<file path="src/rtl/rfile_pkg.sv">
// Shared types and constants for the register file port controller.
//   XLEN / REG_AW    : data width and register index width
//   state_e          : controller FSM state
//   slot_e           : what the register file port does in a given cycle
//   resolve_operand  : bypass priority for one read operand
package rfile_pkg;

  localparam int unsigned XLEN   = 32;
  localparam int unsigned REG_AW = 5;

  typedef enum logic [0:0] {ARB, DRAIN} state_e;

  typedef enum logic [1:0] {SLOT_IDLE, SLOT_READ, SLOT_WRITE} slot_e;

  // Priority: x0 / unused, same-cycle writeback, youngest queued entry, register file.
  function automatic logic [XLEN-1:0] resolve_operand(
    input logic              use_op,
    input logic [REG_AW-1:0] addr,
    input logic              wb_push,
    input logic [REG_AW-1:0] wb_rd,
    input logic [XLEN-1:0]   wb_data,
    input logic              q_hit,
    input logic [XLEN-1:0]   q_data,
    input logic [XLEN-1:0]   rf_data
  );
    if (!use_op || (addr == '0)) return '0;
    if (wb_push && (wb_rd == addr)) return wb_data;
    if (q_hit) return q_data;
    return rf_data;
  endfunction

endpackage

</file>
<file path="src/rtl/rfile_wbq.sv">
// Writeback queue: circular FIFO of (rd, data) with two youngest-match lookup ports.
//   push / push_rd / push_data : enqueue (ignored when full)
//   pop                        : dequeue head (ignored when empty)
//   head_rd / head_data        : oldest entry
//   count                      : occupancy; distinguishes full from empty
//   lk_addr / lk_hit / lk_data : per-port lookup of the youngest entry matching lk_addr
module rfile_wbq
  import rfile_pkg::*;
#(
  parameter int unsigned DEPTH = 2,
  localparam int unsigned PtrW = $clog2(DEPTH),
  localparam int unsigned CntW = PtrW + 1
) (
  input  logic                        clk,
  input  logic                        rst_n,
  input  logic                        push,
  input  logic [REG_AW-1:0]           push_rd,
  input  logic [XLEN-1:0]             push_data,
  input  logic                        pop,
  output logic [REG_AW-1:0]           head_rd,
  output logic [XLEN-1:0]             head_data,
  output logic [CntW-1:0]             count,
  input  logic [1:0][REG_AW-1:0]      lk_addr,
  output logic [1:0]                  lk_hit,
  output logic [1:0][XLEN-1:0]        lk_data
);

  logic [REG_AW-1:0] rd_q   [DEPTH];
  logic [XLEN-1:0]   data_q [DEPTH];
  logic [PtrW-1:0]   wr_ptr_q, rd_ptr_q;
  logic [CntW-1:0]   count_q;
  logic              push_en, pop_en;

  assign push_en   = push && (count_q != CntW'(DEPTH));
  assign pop_en    = pop && (count_q != '0);
  assign count     = count_q;
  assign head_rd   = rd_q[rd_ptr_q];
  assign head_data = data_q[rd_ptr_q];

  always_ff @(posedge clk or negedge rst_n) begin
    if (!rst_n) begin
      wr_ptr_q <= '0;
      rd_ptr_q <= '0;
      count_q  <= '0;
    end else begin
      if (push_en) wr_ptr_q <= wr_ptr_q + PtrW'(1);
      if (pop_en)  rd_ptr_q <= rd_ptr_q + PtrW'(1);
      count_q <= count_q + CntW'(push_en) - CntW'(pop_en);
    end
  end

  // Payload needs no reset: count gates every use of it.
  always_ff @(posedge clk) begin
    if (push_en) begin
      rd_q[wr_ptr_q]   <= push_rd;
      data_q[wr_ptr_q] <= push_data;
    end
  end

  // Scan oldest to youngest so the last match (youngest) wins.
  always_comb begin
    lk_hit  = '0;
    lk_data = '0;
    for (int p = 0; p < 2; p++) begin
      for (int i = 0; i < int'(DEPTH); i++) begin
        if ((CntW'(i) < count_q) && (rd_q[PtrW'(rd_ptr_q + PtrW'(i))] == lk_addr[p])) begin
          lk_hit[p]  = 1'b1;
          lk_data[p] = data_q[PtrW'(rd_ptr_q + PtrW'(i))];
        end
      end
    end
  end

endmodule

</file>
<file path="src/rtl/rfile_port_ctrl.sv">
// Register file port controller: serialises operand reads and queued writebacks onto a
// single-mode register file port (reads or one write per cycle, never both).
//   rd_req_* / rd_rsp_* : operand read request (valid/ready) and 1-cycle registered response
//   wb_*                : writeback request (valid/ready); writes to x0 are dropped
//   rf_*                : register file address, data and mode strobes; rf_rs1/rf_rs2 read data
//   wbq_count           : writeback queue occupancy
module rfile_port_ctrl
  import rfile_pkg::*;
#(
  parameter int unsigned WBQ_DEPTH = 2,
  localparam int unsigned CntW = $clog2(WBQ_DEPTH) + 1
) (
  input  logic                   clk,
  input  logic                   rst_n,
  input  logic                   rd_req_valid,
  output logic                   rd_req_ready,
  input  logic [REG_AW-1:0]      rd_req_rs1_addr,
  input  logic [REG_AW-1:0]      rd_req_rs2_addr,
  input  logic                   rd_req_use_rs1,
  input  logic                   rd_req_use_rs2,
  output logic                   rd_rsp_valid,
  output logic signed [XLEN-1:0] rd_rsp_rs1,
  output logic signed [XLEN-1:0] rd_rsp_rs2,
  input  logic                   wb_valid,
  output logic                   wb_ready,
  input  logic [REG_AW-1:0]      wb_rd,
  input  logic signed [XLEN-1:0] wb_data,
  output logic [REG_AW-1:0]      rf_rs1_addr,
  output logic [REG_AW-1:0]      rf_rs2_addr,
  output logic [REG_AW-1:0]      rf_rd,
  output logic signed [XLEN-1:0] rf_rd_data,
  output logic                   rf_rd_write,
  output logic                   rf_read_rs1,
  output logic                   rf_read_rs2,
  input  logic signed [XLEN-1:0] rf_rs1,
  input  logic signed [XLEN-1:0] rf_rs2,
  output logic [CntW-1:0]        wbq_count
);

  state_e                 state_q, state_d;
  slot_e                  slot;
  logic                   full, wb_fire, push, pop, rd_fire;
  logic [CntW-1:0]        count_next;
  logic [REG_AW-1:0]      head_rd;
  logic [XLEN-1:0]        head_data;
  logic [1:0][REG_AW-1:0] lk_addr;
  logic [1:0]             lk_hit;
  logic [1:0][XLEN-1:0]   lk_data;
  logic [XLEN-1:0]        op1, op2;
  logic                   rsp_valid_q;
  logic [XLEN-1:0]        rsp_rs1_q, rsp_rs2_q;

  assign full         = (wbq_count == CntW'(WBQ_DEPTH));
  assign wb_ready     = !full;
  assign wb_fire      = wb_valid && wb_ready;
  assign push         = wb_fire && (wb_rd != '0);
  assign rd_req_ready = (state_q == ARB) && !full;
  assign rd_fire      = rd_req_valid && rd_req_ready;
  assign pop          = (slot == SLOT_WRITE);
  assign count_next   = wbq_count + CntW'(push) - CntW'(pop);

  assign lk_addr[0] = rd_req_rs1_addr;
  assign lk_addr[1] = rd_req_rs2_addr;

  rfile_wbq #(
    .DEPTH (WBQ_DEPTH)
  ) u_wbq (
    .clk       (clk),
    .rst_n     (rst_n),
    .push      (push),
    .push_rd   (wb_rd),
    .push_data (wb_data),
    .pop       (pop),
    .head_rd   (head_rd),
    .head_data (head_data),
    .count     (wbq_count),
    .lk_addr   (lk_addr),
    .lk_hit    (lk_hit),
    .lk_data   (lk_data)
  );

  always_comb begin
    state_d = state_q;
    slot    = SLOT_IDLE;
    case (state_q)
      ARB: begin
        if (full) begin
          state_d = DRAIN;
          slot    = SLOT_WRITE;
        end else if (rd_req_valid) begin
          slot = SLOT_READ;
        end else if (wbq_count != '0) begin
          slot = SLOT_WRITE;
        end
      end
      DRAIN: begin
        if (wbq_count != '0) slot = SLOT_WRITE;
        if (count_next == '0) state_d = ARB;
      end
      default: state_d = ARB;
    endcase
    // Keep the port quiet while reset is held, independent of request inputs.
    if (!rst_n) slot = SLOT_IDLE;
  end

  always_comb begin
    rf_rs1_addr = '0;
    rf_rs2_addr = '0;
    rf_read_rs1 = 1'b0;
    rf_read_rs2 = 1'b0;
    rf_rd       = '0;
    rf_rd_data  = '0;
    rf_rd_write = 1'b0;
    unique case (slot)
      SLOT_READ: begin
        rf_rs1_addr = rd_req_rs1_addr;
        rf_rs2_addr = rd_req_rs2_addr;
        rf_read_rs1 = rd_req_use_rs1;
        rf_read_rs2 = rd_req_use_rs2;
      end
      SLOT_WRITE: begin
        rf_rd       = head_rd;
        rf_rd_data  = head_data;
        rf_rd_write = 1'b1;
      end
      default: ;
    endcase
  end

  assign op1 = resolve_operand(rd_req_use_rs1, rd_req_rs1_addr, push, wb_rd, wb_data,
                               lk_hit[0], lk_data[0], rf_rs1);
  assign op2 = resolve_operand(rd_req_use_rs2, rd_req_rs2_addr, push, wb_rd, wb_data,
                               lk_hit[1], lk_data[1], rf_rs2);

  always_ff @(posedge clk or negedge rst_n) begin
    if (!rst_n) begin
      state_q     <= ARB;
      rsp_valid_q <= 1'b0;
      rsp_rs1_q   <= '0;
      rsp_rs2_q   <= '0;
    end else begin
      state_q     <= state_d;
      rsp_valid_q <= rd_fire;
      if (rd_fire) begin
        rsp_rs1_q <= op1;
        rsp_rs2_q <= op2;
      end
    end
  end

  assign rd_rsp_valid = rsp_valid_q;
  assign rd_rsp_rs1   = rsp_rs1_q;
  assign rd_rsp_rs2   = rsp_rs2_q;

endmodule

</file>
<file path="config.mk">
export PLATFORM = sky130hd
export DESIGN_NAME = rfile_port_ctrl
export DESIGN_NICKNAME = d
export VERILOG_FILES = /design/src/rtl/rfile_pkg.sv /design/src/rtl/rfile_wbq.sv /design/src/rtl/rfile_port_ctrl.sv
export SDC_FILE = /design/constraint.sdc
export NUM_CORES = 1
export LEC_CHECK = 0
export ABC_AREA = 1
export CAP_MARGIN = 20
export CORE_UTILIZATION = 50
export DETAILED_ROUTE_END_ITERATION = 6
export PLACE_DENSITY = 0.78
export SYNTH_ARGS = -nofsm -noshare
export SYNTH_HDL_FRONTEND = slang
export SYNTH_HIERARCHICAL = 1
export SYNTH_SLANG_ARGS = --single-unit
</file>
<file path="constraint.sdc">
create_clock -name clk -period 4.65 [get_ports clk]
set_input_delay 0.6975 -clock clk [delete_from_list [all_inputs] [get_ports clk]]
set_output_delay 0.6975 -clock clk [all_outputs]
set_load 0.02 [all_outputs]
</file>
After elaboration in Yosys (flattened, before gate mapping)
Memories as Yosys holds them, arrays and structs flattened.
Cells that the tools add are included.
{ "word_totals": {"ff_bits": 70, "ram_bits": 74, "input_bits": 117, "wordCells": 99, "mem_count": 2} }
{ "op_classes": {"addsub": 6, "order_cmp": 2, "eq_ne": 10, "mux": 49, "bitwise_logic": 1, "n_reduce_logical": 22} }
{ "mem_list": {"columns": ["name", "words", "word_bits", "rd", "rd_clocked_by_memory_dff", "wr", "line", "source"], "rows": [
  ["u_wbq.data_q", 2, 32, 2, 0, 1, "rfile_wbq.sv:29", "logic [XLEN-1:0] data_q [DEPTH];"],
  ["u_wbq.rd_q", 2, 5, 2, 0, 1, "rfile_wbq.sv:28", "logic [REG_AW-1:0] rd_q [DEPTH];"]
]} }
{ "op_table": {"columns": ["operator", "n"], "rows": [
  ["2-to-1 mux 32 bit", 17],
  ["== test 5 bit", 6],
  ["2-to-1 mux 1 bit", 23],
  ["2-to-1 mux 5 bit", 3],
  ["logical AND 1 bit", 12],
  ["zero test 5 bit", 2],
  ["2-to-1 mux 2 bit", 4],
  ["nonzero test 5 bit", 1],
  ["adder 2 x 1 -> 2 bit", 2],
  ["== test 2 bit, second input constant", 2],
  ["< comparator 1 x 2 -> 1 bit, first input constant", 2],
  ["one-hot mux 2 bit (2 select lines)", 1],
  ["subtractor 2 x 1 -> 2 bit", 2],
  ["zero test 1 bit", 3],
  ["adder 1 bit, second input constant", 2],
  ["== test 2 x 1 -> 1 bit, second input constant", 1],
  ["zero test 2 bit", 1],
  ["logical OR 1 bit", 2],
  ["inequality test 2 bit, second input constant", 1],
  ["one-hot mux 1 bit (2 select lines)", 1],
  ["nonzero test 2 bit", 1],
  ["inverter 1 bit", 1]
]} }

Logic depth before layout (Yosys ltp)
{ "logic_depth": {"word_depth": 12, "mapped_depth": 16} }

Cells and area by module
The synthesis kept the hierarchy.
{ "by_module_without_submodules": {"columns": ["module", "n_inst", "cells_per_inst", "area_per_inst_um2"], "rows": [
  ["rfile_wbq", 1, 628, 4921.0],
  ["rfile_port_ctrl", 1, 691, 4858.4]
]} }

Least setup slack after synthesis
Ideal clock, no wire load.
{ "synth_path": {"kind": "input port to flip-flop", "start": "input wb_valid", "end": "memory u_wbq.data_q[0][0] (enable)", "arrival_ps": 3003, "required_time_ps": 4219, "path_slack_ps": 1215, "path_stages": 7, "path_buffers": 1, "path_cell_list": "inv_1 nor2_2 nand2_2 inv_2 buf_2 o21ai_0 nor2_1"} }
{ "synth_between": {"elab_chain_cells": 5} }
{ "synth_rtl": {"columns": ["element", "line", "source"], "rows": [
  ["start: declaration", "rfile_port_ctrl.sv:24", "input logic wb_valid,"],
  ["logical AND 1 bit", "rfile_port_ctrl.sv:55", "assign wb_fire = wb_valid && wb_ready;"],
  ["logical AND 1 bit", "rfile_port_ctrl.sv:56", "assign push = wb_fire && (wb_rd != '0);"],
  ["net push", "rfile_port_ctrl.sv:42", "logic full, wb_fire, push, pop, rd_fire;"],
  ["logical AND 1 bit", "rfile_wbq.sv:34", "assign push_en = push && (count_q != CntW'(DEPTH));"],
  ["2-to-1 mux 1 bit", "rfile_wbq.sv:54", "if (push_en) begin"],
  ["2-to-1 mux 1 bit (implied by the code)", "rfile_wbq.sv:56", "data_q[wr_ptr_q] <= push_data;"],
  ["end: declaration", "rfile_wbq.sv:29", null]
]} }
The timed path passes the listed nets, and every way through them passes these cells.

Worst setup path in the final report
{ "layout_path": {"start": "register u_wbq.rd_ptr_q", "end": "output rf_rd_data[11]"} }
{ "layout_between": {"elab_chain_cells": 2} }
{ "layout_rtl": {"columns": ["element", "line", "source"], "rows": [
  ["start: declaration", "rfile_wbq.sv:30", "logic [PtrW-1:0] wr_ptr_q, rd_ptr_q;"],
  ["start signal: assignment", "rfile_wbq.sv:47", "if (pop_en) rd_ptr_q <= rd_ptr_q + PtrW'(1);"],
  ["memory read (2 x 32 bit)", null, null],
  ["net head_data[11]", "rfile_port_ctrl.sv:45", "logic [XLEN-1:0] head_data;"],
  ["2-to-1 mux 32 bit", "rfile_port_ctrl.sv:114", "unique case (slot)"],
  ["end: declaration", "rfile_port_ctrl.sv:31", "output logic signed [XLEN-1:0] rf_rd_data,"]
]} }
The timed path passes the listed nets, and every way through them passes these cells.

==> results.py <==
metrics = {
    "clocking": {
        "clk_path_buf_depth": 2,
        "ctsResizeCount": 0,
        "root_buffer": "clkbuf_16",
        "clkSinkCount": 144,
        "cts_tree": "yes",
        "cts_setup_buffers": 0,
        "h-tree-depth": 4,
        "cts_hold_buf": 0,
        "clkLatencyLatePin_ns": 0.43,
        "numCtsBuffers": 17,
        "path_clk_slew_ns": 0.07,
    },
    "sta": {
        "hold_viol_final": 0,
        "slew_violations": 0,
        "setup_viol": 0,
        "worst_slew_pin_slew_ns": 0.993,
        "min_period_ns": 3.65,
        "rsz0062_at_grt": "false",
        "clock_skew_ns": 0.0125,
        "hold_slack_ns": 0.478,
        "finalSetupTns_ns": 0,
        "fin_crit_sh": 0.784,
        "fmax_mhz": 274,
        "max-slew-margin-rel": 0.338,
    },
    "die": {
        "dieArea_mm2": 0.0201,
        "core_mm2": 0.0190,
        "die_y_um": 142,
        "initial_utilization": 0.516,
        "die_w_um": 142,
        "io-pin-count": 236,
        "rows": 50,
    },
    "placement": {
        "hpwl_mm": 21.5,
        "placed_area_mm2": 0.0121,
        "portBuffers": 235,
        "gp_congestion": 0.896,
    },
    "critical_path": {
        "r2r_cells": 13,
        "crit_arrival_ns": 2.95,
        "crit_path_max_fanout": 45,
        "ff2ff_setup_slack_ns": 1.28,
        "crit_chain": "inv_2 -> buf_12 -> nand2_1 -> o21ai_0 -> inv_1 -> nor2_1 -> clkdlybuf4s50_1",
        "slowest_stage": "clkdlybuf4s50_1",
        "cp_num_cells": 7,
        "start_kind": "register",
        "r2r_start": "u_wbq/rd_ptr_q$_DFFE_PN0P_",
        "critPathTopFamily": "buffers and inverters",
        "cpPeakStageDelay_ns": 0.63,
        "required_ns": 3.95,
        "r2r-end": "rd_rsp_rs1[1]$_DFFE_PN0P_",
        "end_kind": "primary output",
        "path_buf_inv": 4,
        "setup.worst_path.class": "reg2out",
    },
    "yosys": {
        "syn-cell-area_mm2": 0.00978,
        "ys.flop_type": "edfxtp_1",
        "yosysSeqAreaShare": 0.406,
        "synth_edf_count": 74,
        "synth_area_per_cell_um2": 7.41,
        "ys_warn_count": 6,
        "netlist_instances": 1319,
        "async_flop_share": 0.486,
        "ys_ff_latch": 144,
        "synth_cell_types": 32,
        "syn_nets": 1440,
    },
    "final_layout": {
        "final_common_cell": "nand2_1",
        "multi_input_area_mm2": 0.00475,
        "fin_nets": 1624,
        "n_antenna_cell": 0,
        "drive_gt1_frac": 0.0627,
        "final_cell_mix": "394 x nand2_1, 234 x clkdlybuf4s50_1, 226 x nand3_1",
        "final-seq-area_mm2": 0.00398,
        "fillers": 1645,
        "fin_area_mm2": 0.0127,
        "area_growth_pct": 30.1,
    },
    "global_route": {
        "grt_antenna_before_repair": 0,
        "grt_pass1_vias": 9531,
        "grt_pass1_wl_mm": 51.9,
        "grt_max_degree": 84,
        "grt_usage": 0.339,
        "grt-ovfl-total": 0,
    },
    "route": {
        "via_per_inst": 5.70,
        "num_vias": 10100,
        "final_antenna_net_count": 0,
        "dr_wl_met2_mm": 15.5,
        "wl_met1_mm": 13.7,
        "remaining_drc_errors": 0,
        "routed_wl_mm": 33.6,
        "top_layer_used": "met4",
        "wl_met3_mm": 3.44,
        "drt_iter0_drc": 1126,
        "firstDrtPassIters": 6,
        "wire_per_inst_um": 18.9,
    },
    "min_path": {
        "hold_path.class": "reg2reg",
        "min_from": "rd_rsp_rs1[23]$_DFFE_PN0P_",
        "hold_path_depth": 2,
        "min_to": "rd_rsp_rs1[23]$_DFFE_PN0P_",
    },
    "power": {
        "p_leak_nw": 5.90,
        "peakVddDrop_uv": 370,
        "power.density_mw_per_mm2": 589,
    },
    "status": {
        "status": "complete, no violations",
    },
    "run": {
        "drv_cap": 0,
    },
}
## state kept, by name, indices dropped and copies added (netlist names)
register        flops
state_q             1
rd_rsp_rs1         32
u_wbq/count         2
rd_rsp_valid        1
rd_rsp_rs2         32
u_wbq/data_q       64
u_wbq/wr_ptr_q      1
u_wbq/rd_q         10
u_wbq/rd_ptr_q      1
## tightest hold or removal path, cell delays in order (launching register included)
cell and delay (ns):
dfrtp_1 0.34, nand2_1 0.05, nand2_1 0.05
## cell type report
class / instances / share of cell area
clock inverters: 13 / 0.00983
flip-flops and latches: 144 / 0.312
multi-input cells: 932 / 0.374
repair buffers: 255 / 0.199
clock buffers: 19 / 0.0340
well taps: 260 / 0.0256
inverters: 153 / 0.0451
## cell families (layout without fill, tap and decap cells)
logic type / Yosys count / after routing / synth area share
adder cells (fa/ha/maj): 4 / 4 / 0.00512
multiplexers: 64 / 64 / 0.0655
XOR/XNOR: 12 / 12 / 0.0107
AO/OA/AOI/OAI: 69 / 69 / 0.0357
flip-flops: 144 / 144 / 0.406
AND/OR/NAND/NOR: 783 / 783 / 0.364
buffers and inverters: 243 / 440 / 0.113
## power by group
group | switching [mW] | total, mW | internal [mW] | leakage [nW]
clock network | 0.585 | 1.33 | 0.747 | 0.264
registers | 0.267 | 2.10 | 1.83 | 1.59
logic | 2.59 | 4.07 | 1.48 | 4.05
total | 3.44 | 7.50 | 4.06 | 5.90
## through the flow
stage | instances | setup WS [ns] | utilization | power (mW)
floorplan | 1319 | 1.22 | - | 4.52
global placement | 1743 | 1.22 | 0.641 | 6.05
detailed placement | 1743 | 1.17 | 0.641 | 6.10
CTS | 1775 | 1.07 | 0.670 | 7.45
global route | 1776 | 0.879 | 0.671 | 7.90
finish | 1776 | 1.00 | 0.671 | 7.50
## how the worst max path moves through the flow
stage                          startpoint                           end  slack [ns]
2_1_floorplan                    wb_valid  u_wbq/data_q[0][0]$_DFFE_PP_        1.22
3_3_place_gp                 rd_req_valid                 rf_rd_data[9]        1.22
3_5_place_dp                 rd_req_valid                rf_rd_data[20]        1.17
4_1_cts        u_wbq/rd_ptr_q$_DFFE_PN0P_                rf_rd_data[11]        1.07
5_1_grt        u_wbq/rd_ptr_q$_DFFE_PN0P_                rf_rd_data[11]        0.88
6_report       u_wbq/rd_ptr_q$_DFFE_PN0P_                rf_rd_data[11]        1.00
## metal layers
metal | track usage | up-vias
met2 | 0.542 | 648
met4 | 0.142 | 0
met3 | 0.0591 | 88
met5 | 0 | -
met1 | 0.454 | 4701
li1 | - | 4693
## synthesized netlist by cell type, types with 2 or more instances
master    instances  area, µm²
inv_1           145        544
buf_2            43        215
dfrtp_1          70       1750
nand2_2           8       50.1
nand3_1         226       1130
nor2_4           10        113
nor3_1            2       10.0
xor2_1            8       70.1
mux2i_1          64        641
buf_4             6       45.0
nor2_2            4       25.0
buf_1             4       15.0
nand2_1         394       1480
o21ai_1          10       50.1
nor2_1           66        248
nand4_1          64        400
o21ai_0          58        290
inv_2             8       30.0
nand3_2           3       30.0
edfxtp_1         74       2220
buf_6            15        169
clkbuf_1         21       78.8
xnor2_1           4       35.0
ha_1              4       50.1
(Power assumes the default switching activity.)
